[src/rtl/peak_detector_if.sv]
// Slope-in / event-out bundle for peak_detector. The slave side is the detector;
// the master side is whoever feeds slopes and drains event records.
interface peak_detector_if #(
  parameter int N  = 8,
  parameter int TW = 16
) ();
  logic signed [N-1:0] din;
  logic                din_valid;
  logic                ev_valid;
  logic                ev_ready;
  logic signed [N-1:0] ev_slope;
  logic [7:0]          ev_width;
  logic [TW-1:0]       ev_time;

  modport master (
    output din, din_valid, ev_ready,
    input  ev_valid, ev_slope, ev_width, ev_time
  );

  modport slave (
    input  din, din_valid, ev_ready,
    output ev_valid, ev_slope, ev_width, ev_time
  );
endinterface

[src/rtl/peak_detector.sv]
// Rising-slope pulse detector with a one-entry event buffer and post-event hold-off.
// Define PEAK_TIMESTAMP_EN to stamp events with the terminating sample index.
module peak_detector #(
  parameter int N       = 8,
  parameter int TW      = 16,
  parameter int HOLDOFF = 4
) (
  input  logic                clk,
  input  logic                reset,
  peak_detector_if.slave      bus,
  input  logic signed [N-1:0] thresh_i,
  output logic                overflow_o,
  output logic                busy_o
);
  localparam int HW = (HOLDOFF > 1) ? $clog2(HOLDOFF) : 1;
  localparam logic signed [N-1:0] ZERO = '0;
  localparam logic signed [N-1:0] ONE  = N'(1);

  typedef enum logic [1:0] {IDLE, RISE, HOLD} state_t;

  state_t              state_q, state_d;
  logic signed [N-1:0] max_q, max_d;
  logic [7:0]          cnt_q, cnt_d;
  logic [HW-1:0]       hcnt_q, hcnt_d;
  logic                emit;

  logic                evv_q, evv_d;
  logic signed [N-1:0] evs_q, evs_d;
  logic [7:0]          evw_q, evw_d;
  logic [TW-1:0]       evt_q, evt_d;
  logic                ovf_q, ovf_d;

  logic signed [N-1:0] din_s, th;
  logic [TW-1:0]       ts;

  assign din_s = bus.din;
  // Non-positive thresholds would arm on flat or falling slopes; clamp to 1.
  assign th    = (thresh_i > ZERO) ? thresh_i : ONE;

`ifdef PEAK_TIMESTAMP_EN
  logic [TW-1:0] scnt_q;
  always_ff @(posedge clk) begin
    if (reset)              scnt_q <= '0;
    else if (bus.din_valid) scnt_q <= scnt_q + TW'(1);
  end
  assign ts = scnt_q;
`else
  assign ts = '0;
`endif

  always_comb begin
    state_d = state_q;
    max_d   = max_q;
    cnt_d   = cnt_q;
    hcnt_d  = hcnt_q;
    emit    = 1'b0;
    if (bus.din_valid) begin
      unique case (state_q)
        IDLE: if (din_s >= th) begin
          state_d = RISE;
          max_d   = din_s;
          cnt_d   = 8'd1;
        end
        RISE: if (din_s > ZERO) begin
          if (din_s > max_q)   max_d = din_s;
          if (cnt_q != 8'hFF)  cnt_d = cnt_q + 8'd1;
        end else begin
          emit    = 1'b1;
          hcnt_d  = '0;
          state_d = (HOLDOFF > 0) ? HOLD : IDLE;
        end
        HOLD: if (hcnt_q == HW'(HOLDOFF - 1)) state_d = IDLE;
              else                            hcnt_d  = hcnt_q + HW'(1);
        default: state_d = IDLE;
      endcase
    end
  end

  // A pop and a push on the same edge leave the buffer full with the new record.
  always_comb begin
    evv_d = evv_q & ~bus.ev_ready;
    evs_d = evs_q;
    evw_d = evw_q;
    evt_d = evt_q;
    ovf_d = ovf_q;
    if (emit) begin
      if (!evv_q || bus.ev_ready) begin
        evv_d = 1'b1;
        evs_d = max_q;
        evw_d = cnt_q;
        evt_d = ts;
      end else begin
        ovf_d = 1'b1;
      end
    end
  end

  always_ff @(posedge clk) begin
    if (reset) begin
      state_q <= IDLE;
      max_q   <= '0;
      cnt_q   <= '0;
      hcnt_q  <= '0;
      evv_q   <= 1'b0;
      evs_q   <= '0;
      evw_q   <= '0;
      evt_q   <= '0;
      ovf_q   <= 1'b0;
    end else begin
      state_q <= state_d;
      max_q   <= max_d;
      cnt_q   <= cnt_d;
      hcnt_q  <= hcnt_d;
      evv_q   <= evv_d;
      evs_q   <= evs_d;
      evw_q   <= evw_d;
      evt_q   <= evt_d;
      ovf_q   <= ovf_d;
    end
  end

  assign bus.ev_valid = evv_q;
  assign bus.ev_slope = evs_q;
  assign bus.ev_width = evw_q;
  assign bus.ev_time  = evt_q;
  assign overflow_o   = ovf_q;
  assign busy_o       = (state_q != IDLE);
endmodule

[src/flat_wrapper.sv]
// flat-port wrapper written by rule: the top's interface ports become plain ports
module peak_detector_flat 
#(
  parameter int N       = 8,
  parameter int TW      = 16,
  parameter int HOLDOFF = 4
)
  (clk, reset, thresh_i, overflow_o, busy_o, bus_din, bus_din_valid, bus_ev_ready, bus_ev_valid, bus_ev_slope, bus_ev_width, bus_ev_time);
  peak_detector_if #(.N(N), .TW(TW)) bus_i ();
  input  logic clk;
  input  logic reset;
  input  logic signed [N-1:0] thresh_i;
  output logic overflow_o;
  output logic busy_o;
  input wire logic [$bits(bus_i.din)-1:0] bus_din;
  input wire logic [$bits(bus_i.din_valid)-1:0] bus_din_valid;
  input wire logic [$bits(bus_i.ev_ready)-1:0] bus_ev_ready;
  output wire logic [$bits(bus_i.ev_valid)-1:0] bus_ev_valid;
  output wire logic [$bits(bus_i.ev_slope)-1:0] bus_ev_slope;
  output wire logic [$bits(bus_i.ev_width)-1:0] bus_ev_width;
  output wire logic [$bits(bus_i.ev_time)-1:0] bus_ev_time;
  assign bus_i.din = bus_din;
  assign bus_i.din_valid = bus_din_valid;
  assign bus_i.ev_ready = bus_ev_ready;
  assign bus_ev_valid = bus_i.ev_valid;
  assign bus_ev_slope = bus_i.ev_slope;
  assign bus_ev_width = bus_i.ev_width;
  assign bus_ev_time = bus_i.ev_time;
  peak_detector #(.N(N), .TW(TW), .HOLDOFF(HOLDOFF)) u_core (.clk(clk), .reset(reset), .bus(bus_i), .thresh_i(thresh_i), .overflow_o(overflow_o), .busy_o(busy_o));
endmodule
[config.mk]
export PLATFORM = sky130hd
export DESIGN_NAME = peak_detector_flat
export DESIGN_NICKNAME = d
export VERILOG_FILES = /design/src/rtl/peak_detector_if.sv /design/src/rtl/peak_detector.sv /design/src/flat_wrapper.sv
export SDC_FILE = /design/constraint.sdc
export NUM_CORES = 1
export LEC_CHECK = 0
export CORE_MARGIN = 8
export CORE_UTILIZATION = 50
export CTS_CLUSTER_DIAMETER = 120
export DETAILED_ROUTE_END_ITERATION = 8
export PLACE_DENSITY = 0.8
export SYNTH_ARGS = -nofsm -noshare
export SYNTH_HDL_FRONTEND = slang
export SYNTH_SLANG_ARGS = --single-unit
[constraint.sdc]
create_clock -name clk -period 2.47 [get_ports clk]
set_input_delay 0.247 -clock clk [delete_from_list [all_inputs] [get_ports clk]]
set_output_delay 0.247 -clock clk [all_outputs]
set_load 0.02 [all_outputs]
* Word level (Yosys, flattened, before mapping)
Cells that the tools add are included.
** Storage, ports and cells
- Input bits :: 20
- Flip-flop bits (word level) :: 38
- Output and inout port bits :: 35
** Operators by class
- Eq/ne operators :: 11
- Multiplexer cells :: 21
- Reductions and logical operators :: 12
- Bitwise gates (word level) :: 3
- $add $sub $neg :: 2
- Order comparisons :: 4
** Operator list (number)
- $mux 8 :: 7
- $pmux 8 s2 :: 2
- $gt 8x1->1 const B :: 2
- $mux 2 :: 5
- $ne 2x1->1 const B :: 5
- $reduce_and 5->1 :: 2
- $add 8x1->8 const B :: 1
- $ge 8x8->1 :: 1
- $gt 8x8->1 :: 1
- $ne 8x8->1 const B :: 1
- $reduce_and 4->1 :: 2
- $pmux 2 s3 :: 1
- $reduce_bool 2->1 :: 3
- $mux 1 :: 5
- $eq 2x2->1 const B :: 2
- $ne 2x2->1 const B :: 2
- $pmux 2 s2 :: 1
- $reduce_and 2->1 :: 2
- $add 2x1->2 const B :: 1
- $eq 2x1->1 const B :: 1
- $logic_not 2->1 :: 1
- $not 1->1 :: 2
- $and 1x1->1 :: 1
- $logic_not 1->1 :: 1
- $logic_or 1x1->1 :: 1

* Depth between registers and ports, before layout
Gate-level depths: netlist (run 1).
- Depth in word-level cells :: 5
- Mapped depth :: 9

* Worst setup path after synthesis (run 1)
OpenSTA, ideal clock, no wires.
- Path kind :: input-to-reg
- Start :: input thresh_i[2]
- End :: register u_core.max_q[0]
- Library setup time :: 0.072 ns
- Data required time :: 2.398 ns
- Buffers on the path :: 0
- Cell stages on the path :: 8
- Arrival :: 2.169 ns
- Slack :: 0.229 ns
- Path through :: nor4_1 -> a211o_1 -> ha_1 -> nand2b_1 -> a2111oi_2 -> o311a_4 -> nor4_4 -> mux2i_1
** On the way
- Word-level cells in the longest chain between the ends :: 5
** RTL lines
- start, declared :: RTL line flat_wrapper.sv:12 : input logic signed [N-1:0] thresh_i;
- $gt 8x1->1 :: RTL line peak_detector.sv:38 : assign th = (thresh_i > ZERO) ? thresh_i : ONE;
- $mux 8 (*) :: RTL line peak_detector.sv:38
- $ge 8x8->1 (*) :: RTL line peak_detector.sv:59 : IDLE: if (din_s >= th) begin
- $ne 2x1->1 (no line) (*)
- $reduce_and 5->1 (no line) (*)
- end signal, assigned :: RTL line peak_detector.sv:111 : max_q <= max_d;
- end, declared :: RTL line peak_detector.sv:22 : logic signed [N-1:0] max_q, max_d;
Mark *: on every way between the ends. The rest lies on a longest branch, timed or not.
A chain may end at the register's enable or synchronous reset.

* Worst setup path in the final report (run 1)
- Start :: input thresh_i[0]
- End :: register u_core.cnt_q[2]
** On the way
- Word-level cells in the longest chain between the ends :: 5
** RTL lines
- $gt 8x1->1 :: RTL line peak_detector.sv:38
- $mux 8 (*) :: RTL line peak_detector.sv:38
- $ge 8x8->1 (*) :: RTL line peak_detector.sv:59
- $ne 2x1->1 (no line) (*)
- $reduce_and 5->1 (no line) (*)
- end signal, assigned :: RTL line peak_detector.sv:112 : cnt_q <= cnt_d;
- end, declared :: RTL line peak_detector.sv:23 : logic [7:0] cnt_q, cnt_d;
Marks and branches as above.

==> results of run 1 <==
==> Yosys cell counts (all sizes together) <==
master   count
ha          22
a211oi       3
o21a         1
or4b         1
nand2b      29
a21o         3
o311a        1
nor2        31
a31oi        3
a211o        1
a22oi        1
nand2        9
nor4         4
dfxtp       38
mux2i       27
o211ai       1
nor2b        3
nor4b        1
nand4b       1
o21ai        2
inv         12
or4          2
and3         4
a41oi        1
nor3         4
nand4        3
nand3b       1
and4b        1
clkbuf       6
a21oi        9
a2111oi      1
a311oi       3
conb         2
buf         18
nand3        5
==> flip-flops by register name (all words and copies together) (netlist names) <==
name,cells
u_core.hcnt_q,2
u_core.bus.ev_slope,8
u_core.bus.ev_valid,1
u_core.overflow_o,1
u_core.max_q,8
u_core.bus.ev_width,8
u_core.state_q,2
u_core.cnt_q,8
==> final cells by class <==
class | count | area, µm² | share of cell area (%)
Multi-Input combinational cell | 195 | 1450 | 48.1
Sequential cell | 38 | 761 | 25.3
Timing Repair Buffer | 63 | 611 | 20.3
Clock buffer | 6 | 82.6 | 2.74
Tap cell | 52 | 65.1 | 2.16
Inverter | 12 | 45.0 | 1.50
==> what timing repair did <==
| action | in CTS | in global routing |
|---|---|---|
| cloned | 0 | 0 |
| gates resized for setup | 2 | 15 |
| hold buffers | 0 | 0 |
| pin swaps | 2 | 4 |
| endpoints found under the setup margin | 7 | 9 |
==> power by group through the flow <==
stage	Combinational [mW]	Clock, mW	Sequential, mW
after floorplan	0.268	0	0.670
after global placement	0.393	0	0.672
after detailed placement	0.403	0	0.673
after CTS	0.413	0.431	0.659
after global routing	0.464	0.454	0.662
final	0.424	0.419	0.659
==> metrics by stage <==
step	setup slack, ps	util [%]	hold WS, ps	cells
floorplan	229	-	402	269
global placement	-346	65.0	456	360
detailed placement	-448	65.0	463	360
CTS	12.9	67.2	479	366
global route	50.1	68.7	515	366
finish	118	68.7	473	366
==> cells by family after synthesis <==
family | synth area share [%]
AOI/OAI and AO/OA | 9.82
DFF | 33.2
and+or+nand+nor | 24.0
adders and majority gates | 12.0
muxes | 11.8
buffers and inverters | 8.89
other | 0.327
==> routing by layer <==
layer	global-route usage, %	up-vias	part of all wire [%]
met5	0	-	0
met2	24.6	50	48
met4	4.40	0	0.90
met1	16.2	916	44
li1	-	969	-
met3	5.66	7	6.3
==> cells in the final DEF, fill, tap and decap left out, types with 4 or more instances in the layout <==
cell / count
dlymetal6s2s_1: 7
ha_1: 22
nand3_1: 5
clkbuf_8: 6
nand2_1: 9
buf_4: 23
conb_1: 17
nor2_1: 31
and3_1: 4
inv_1: 12
a21oi_1: 8
nand2b_1: 28
dfxtp_1: 38
mux2i_1: 27
clkdlybuf4s50_1: 31
==> final timing paths <==
kind	from	end	slack (ps)	cells after the start
min reg2reg	u_core.overflow_o	u_core.overflow_o	470	2
max	thresh_i[0]	u_core.cnt_q[2]	120	9
max reg2reg	u_core.max_q[7]	u_core.max_q[6]	380	9
min	u_core.overflow_o	u_core.overflow_o	470	2
==> worst min-delay path, stage by stage (launching register included) <==
cell,delay [ps]
dfxtp_1,330
nor2_1,50
nor2_1,60
==> impl_metrics.csv, run 1 <==
group,metric,value,unit
setup_path,worstPathRequired,2690,ps
drt,drc_errors,0,
cells_and_area,drive_gt1_share,15.0,%
timing,slew_headroom,60.0,%
power_and_ir_drop,p_int,1.05,mW
run_status,status,"finished, final reports clean",
setup_path,slowest_stage,"or4_4",
placement,gp_congestion,0.801,
cts,postCtsSetupBuffers,0,
timing,maxSlewViolCount,0,
flow_run,maxCapViolCount,0,
cts,cts-root-buf,"clkbuf_8",
power_and_ir_drop,swShare,29.9,%
drt,num_vias,1942,
cts,clock-sinks,38,
global_route,grt_pass1_wl,8690,µm
synthesis,synth_top_area_cell,"dfxtp_1",
floorplanning,rows,24,
cts,htree_levels,2,
timing,rsz0062_at_grt,"false",
setup_path,crit_arrival,2570,ps
synthesis,synth-seq-cells,38,
drt,drt_iter0_drc,84,
synthesis,syn_area_per_cell,9.03,µm²
cells_and_area,syn2layout_area_growth,31.3,%
power_and_ir_drop,power_frac_seq,43.9,%
timing,finalCriticalPeriod,2350,ps
drt,avgViaCountPerCell,5.31,
synthesis,ys_seq_area_share,33.2,%
placement,portBuffers,38,
power_and_ir_drop,ir_worst_vdd,0.000303,V
setup_path,cpPeakStageDelay,480,ps
global_route,grt_max_degree,47,
synthesis,netlist_area,0.00229,mm²
power_and_ir_drop,report.power.total,1.50,mW
timing,fin_crit_sh,95.2,%
floorplanning,die_h,83.7,µm
global_route,grt.total_usage,14.5,%
setup_path,worstPathMaxFanout,5,
power_and_ir_drop,combPwrFrac,28.2,%
floorplanning,coreArea,0.00438,mm²
cells_and_area,final_nets,357,
cells_and_area,nFillCells,357,
setup_path,crit_type,"primary input to flop",
floorplanning,die_x,83.7,µm
floorplanning,ios,55,
synthesis,yosysWarnings,0,
setup_path,cp_num_buf_inv,2,
drt,drtAntennaViolNets,0,
timing,hold_violations,0,
drt,drt_wl_total,5350,µm
timing,fin_skew,6.90,ps
placement,dp_hpwl,3940,µm
setup_path,cp_cell_sequence,"clkdlybuf4s50_1 -> a211o_1 -> ha_1 -> nand2b_4 -> a2111oi_2 -> o311a_4 -> buf_4 -> or4_4 -> a31oi_4",
drt,wire_per_inst,14.6,µm
setup_path,endpoint_kind,"flop",
timing,setup-tns-final,0,ps
setup_path,cp-start-kind,"primary input",
synthesis,ys_types,42,
floorplanning,fp.dieArea,0.00701,mm²
cts,clkTransAtPathRegs,70,ps
power_and_ir_drop,p_per_area,499,mW/mm²
timing,worst_slew_pin_slew,596,ps
cells_and_area,diodes,0,
min_path,hold_class,"flop to flop",
placement,placed_cell_area,0.00285,mm²
power_and_ir_drop,p_leak,1.25,nW
global_route,antenna_found_initial,0,
floorplanning,start_util,52.3,%
cts,cts_tree,"done",
synthesis,synth_top_area_share,33.2,%
cts,cts_buffers,5,
synthesis,synth_area_leaders,"dfxtp_1, ha_1, mux2i_1",
power_and_ir_drop,power_frac_clock,27.9,%
synthesis,syn_inst,254,
timing,max_freq,425,MHz
global_route,first_global_vias,1898,
power_and_ir_drop,power_switching,449,µW
timing,finalSetupViolations,0,
cts,clockBufferDepth,2,
setup_path,critPathTopFamily,"compound AO/OA/AOI/OAI gates",
global_route,grt_overflow_total,0,
cts,clk_latency,280,ps
cells_and_area,final_area,0.00301,mm²
drt,firstDrtPassIters,4,
Note: power is estimated with default switching activity, not from simulation.
==> inputs of run 2 (changes only) <==
--- a/config.mk
+++ b/config.mk
@@ -7,7 +7,8 @@
 export LEC_CHECK = 0
-export CORE_MARGIN = 8
-export CORE_UTILIZATION = 50
+export CORE_MARGIN = 2
+export CORE_UTILIZATION = 51
+export CTS_BUF_LIST = sky130_fd_sc_hd__clkbuf_8
 export CTS_CLUSTER_DIAMETER = 120
 export DETAILED_ROUTE_END_ITERATION = 8
-export PLACE_DENSITY = 0.8
+export PLACE_DENSITY = 0.82
 export SYNTH_ARGS = -nofsm -noshare
--- a/constraint.sdc
+++ b/constraint.sdc
@@ -3,2 +3,2 @@
 set_output_delay 0.247 -clock clk [all_outputs]
-set_load 0.02 [all_outputs]
+set_load 0.05 [all_outputs]
==> run 2 against run 1 <==
  * Via count grew 1.2%
  * Sequential cell count unchanged
  * Routed wire length down 3.7%
  * Setup slack gained 29 ps
  * Register-to-register slack worse by 150 ps
  * Sequential power is essentially flat
  * Final area rose by 1.2%
  * Die area is 28% lower
  * Power grew 3.4%
  * Final cell count grew 1.4%
  * Critical endpoint is now u_core.max_q[6]
==> impl_metrics.csv, run 2 (synthesis results as in run 1) <==
group,metric,value,unit
run_status,status,"finished, final reports clean",
floorplanning,ios,55,
cells_and_area,diodes,0,
placement,gp_congestion,0.815,
cells_and_area,most-common-layout-cells,"dfxtp_1, nor2_1, clkdlybuf4s50_1, nand2b_1, mux2i_1",
cells_and_area,post-route-util,70.0,%
cells_and_area,final_common_cell,"dfxtp_1",
drt,wire_per_inst,13.9,µm
timing,setup-tns-final,0,ps
cts,cts_tree,"done",
cts,cts-root-buf,"clkbuf_8",
global_route,grt_overflow_total,0,
floorplanning,rows,24,
setup_path,crit_type,"primary input to flop",
cells_and_area,drive_gt1_share,15.4,%
timing,maxSlewViolCount,0,
drt,drt_iter0_drc,78,
drt,num_vias,1965,
timing,slew_headroom,44.3,%
global_route,first_global_vias,1947,
setup_path,endpoint_kind,"flop",
floorplanning,coreArea,0.00435,mm²
min_path,hold_class,"flop to flop",
global_route,grt.total_usage,21.5,%
setup_path,crit_arrival,2500,ps
cells_and_area,syn2layout_area_growth,33.0,%
global_route,antenna_found_initial,0,
setup_path,r2r_start,"u_core.max_q[7]",
min_path,holdPathStages,2,
cts,clk_latency,290,ps
timing,worst_slew_pin_slew,830,ps
drt,drt_wl_total,5150,µm
min_path,hold_end,"u_core.overflow_o",
timing,fin_crit_sh,94.0,%
floorplanning,fp.dieArea,0.00505,mm²
global_route,grt_max_degree,47,
floorplanning,die_x,71.1,µm
cts,clock-sinks,38,
cells_and_area,nFillCells,333,
setup_path,worstPathRequired,2650,ps
power_and_ir_drop,p_leak,1.28,nW
floorplanning,start_util,52.7,%
cts,clkTransAtPathRegs,70,ps
timing,max_freq,431,MHz
timing,finalCriticalPeriod,2320,ps
setup_path,worstPathMaxFanout,8,
timing,fin_skew,5.22,ps
min_path,hp-start,"u_core.overflow_o",
timing,finalSetupViolations,0,
placement,dp_hpwl,3640,µm
placement,placed_cell_area,0.00286,mm²
drt,firstDrtPassIters,4,
setup_path,cp-start-kind,"primary input",
setup_path,reg2reg_to,"u_core.max_q[6]",
cells_and_area,final_nets,361,
drt,avgViaCountPerCell,5.30,
flow_run,maxCapViolCount,0,
floorplanning,die_h,71.1,µm
cells_and_area,regArea,761,µm²
global_route,grt_pass1_wl,8760,µm
cts,clockBufferDepth,2,
power_and_ir_drop,p_per_area,509,mW/mm²
drt,drtAntennaViolNets,0,
placement,portBuffers,38,
cts,cts_buffers,5,
cells_and_area,multi_input_area,0.00145,mm²
cts,htree_levels,2,
timing,hold_violations,0,
drt,drc_errors,0,
cells_and_area,final_area,0.00305,mm²
cts,ctsHoldBuffers,0,
setup_path,rr_worst_depth,9,
timing,rsz0062_at_grt,"false",
power_and_ir_drop,ir_worst_vdd,0.000368,V
setup_path,reg2reg_slack,230,ps
==> run 2: worst max-delay path by stage <==
stage               slack [ps]           endpoint        start  cells past startpoint
finish                     150    u_core.max_q[6]   bus_din[7]                      9
CTS                         60  u_core.state_q[0]  thresh_i[3]                     10
floorplan                  230    u_core.max_q[0]  thresh_i[2]                      8
detailed placement        -470    u_core.cnt_q[3]  thresh_i[3]                     10
global route                80    u_core.max_q[3]   bus_din[7]                      9
global placement          -340    u_core.cnt_q[4]  thresh_i[1]                     10
==> run 2: metal layers <==
layer  wire length, µm  global-route usage, %
met1              2270                   27.9
met2              2480                   35.6
met3               332                   4.70
met4                68                   6.92
met5                 0                      0
==> run 2: through the flow <==
stage	std cells	total power [mW]	hold WS [ps]	worst slack [ps]
4_1_cts	368	1.54	480	63.2
2_1_floorplan	269	0.984	402	229
5_1_grt	371	1.65	512	80.3
6_report	371	1.55	472	147
3_3_place_gp	361	1.11	456	-342
3_5_place_dp	361	1.13	463	-468
==> run 2: repair_timing <==
action,in CTS,in global routing
cloned,0,1
setup endpoints to repair,8,18
pin swaps,2,7
gates resized for setup,3,12
buffers inserted,0,2
==> run 2: final cells by class <==
type                       instances  share of cell area, %
tap                               52                   2.13
inverter                          12                   1.48
clock buffer                       5                   2.26
multi-input combinational        196                   47.6
timing repair buffer              66                   21.3
clock inverter                     2                  0.328
sequential                        38                   24.9
==> run 2: report_power, final <==
| part | leakage [nW] | total, mW | switching, mW | internal (mW) |
|---|---|---|---|---|
| logic | 0.925 | 0.494 | 0.280 | 0.215 |
| registers | 0.308 | 0.660 | 0.0213 | 0.638 |
| clock network | 0.0438 | 0.399 | 0.210 | 0.189 |
==> run 2: worst max-delay path: stages <==
cell	delay, ps
clkdlybuf4s50_1	480
ha_1	330
inv_1	50
or4b_2	590
a211oi_1	260
buf_4	180
nor4_4	50
buf_12	190
mux2i_1	110
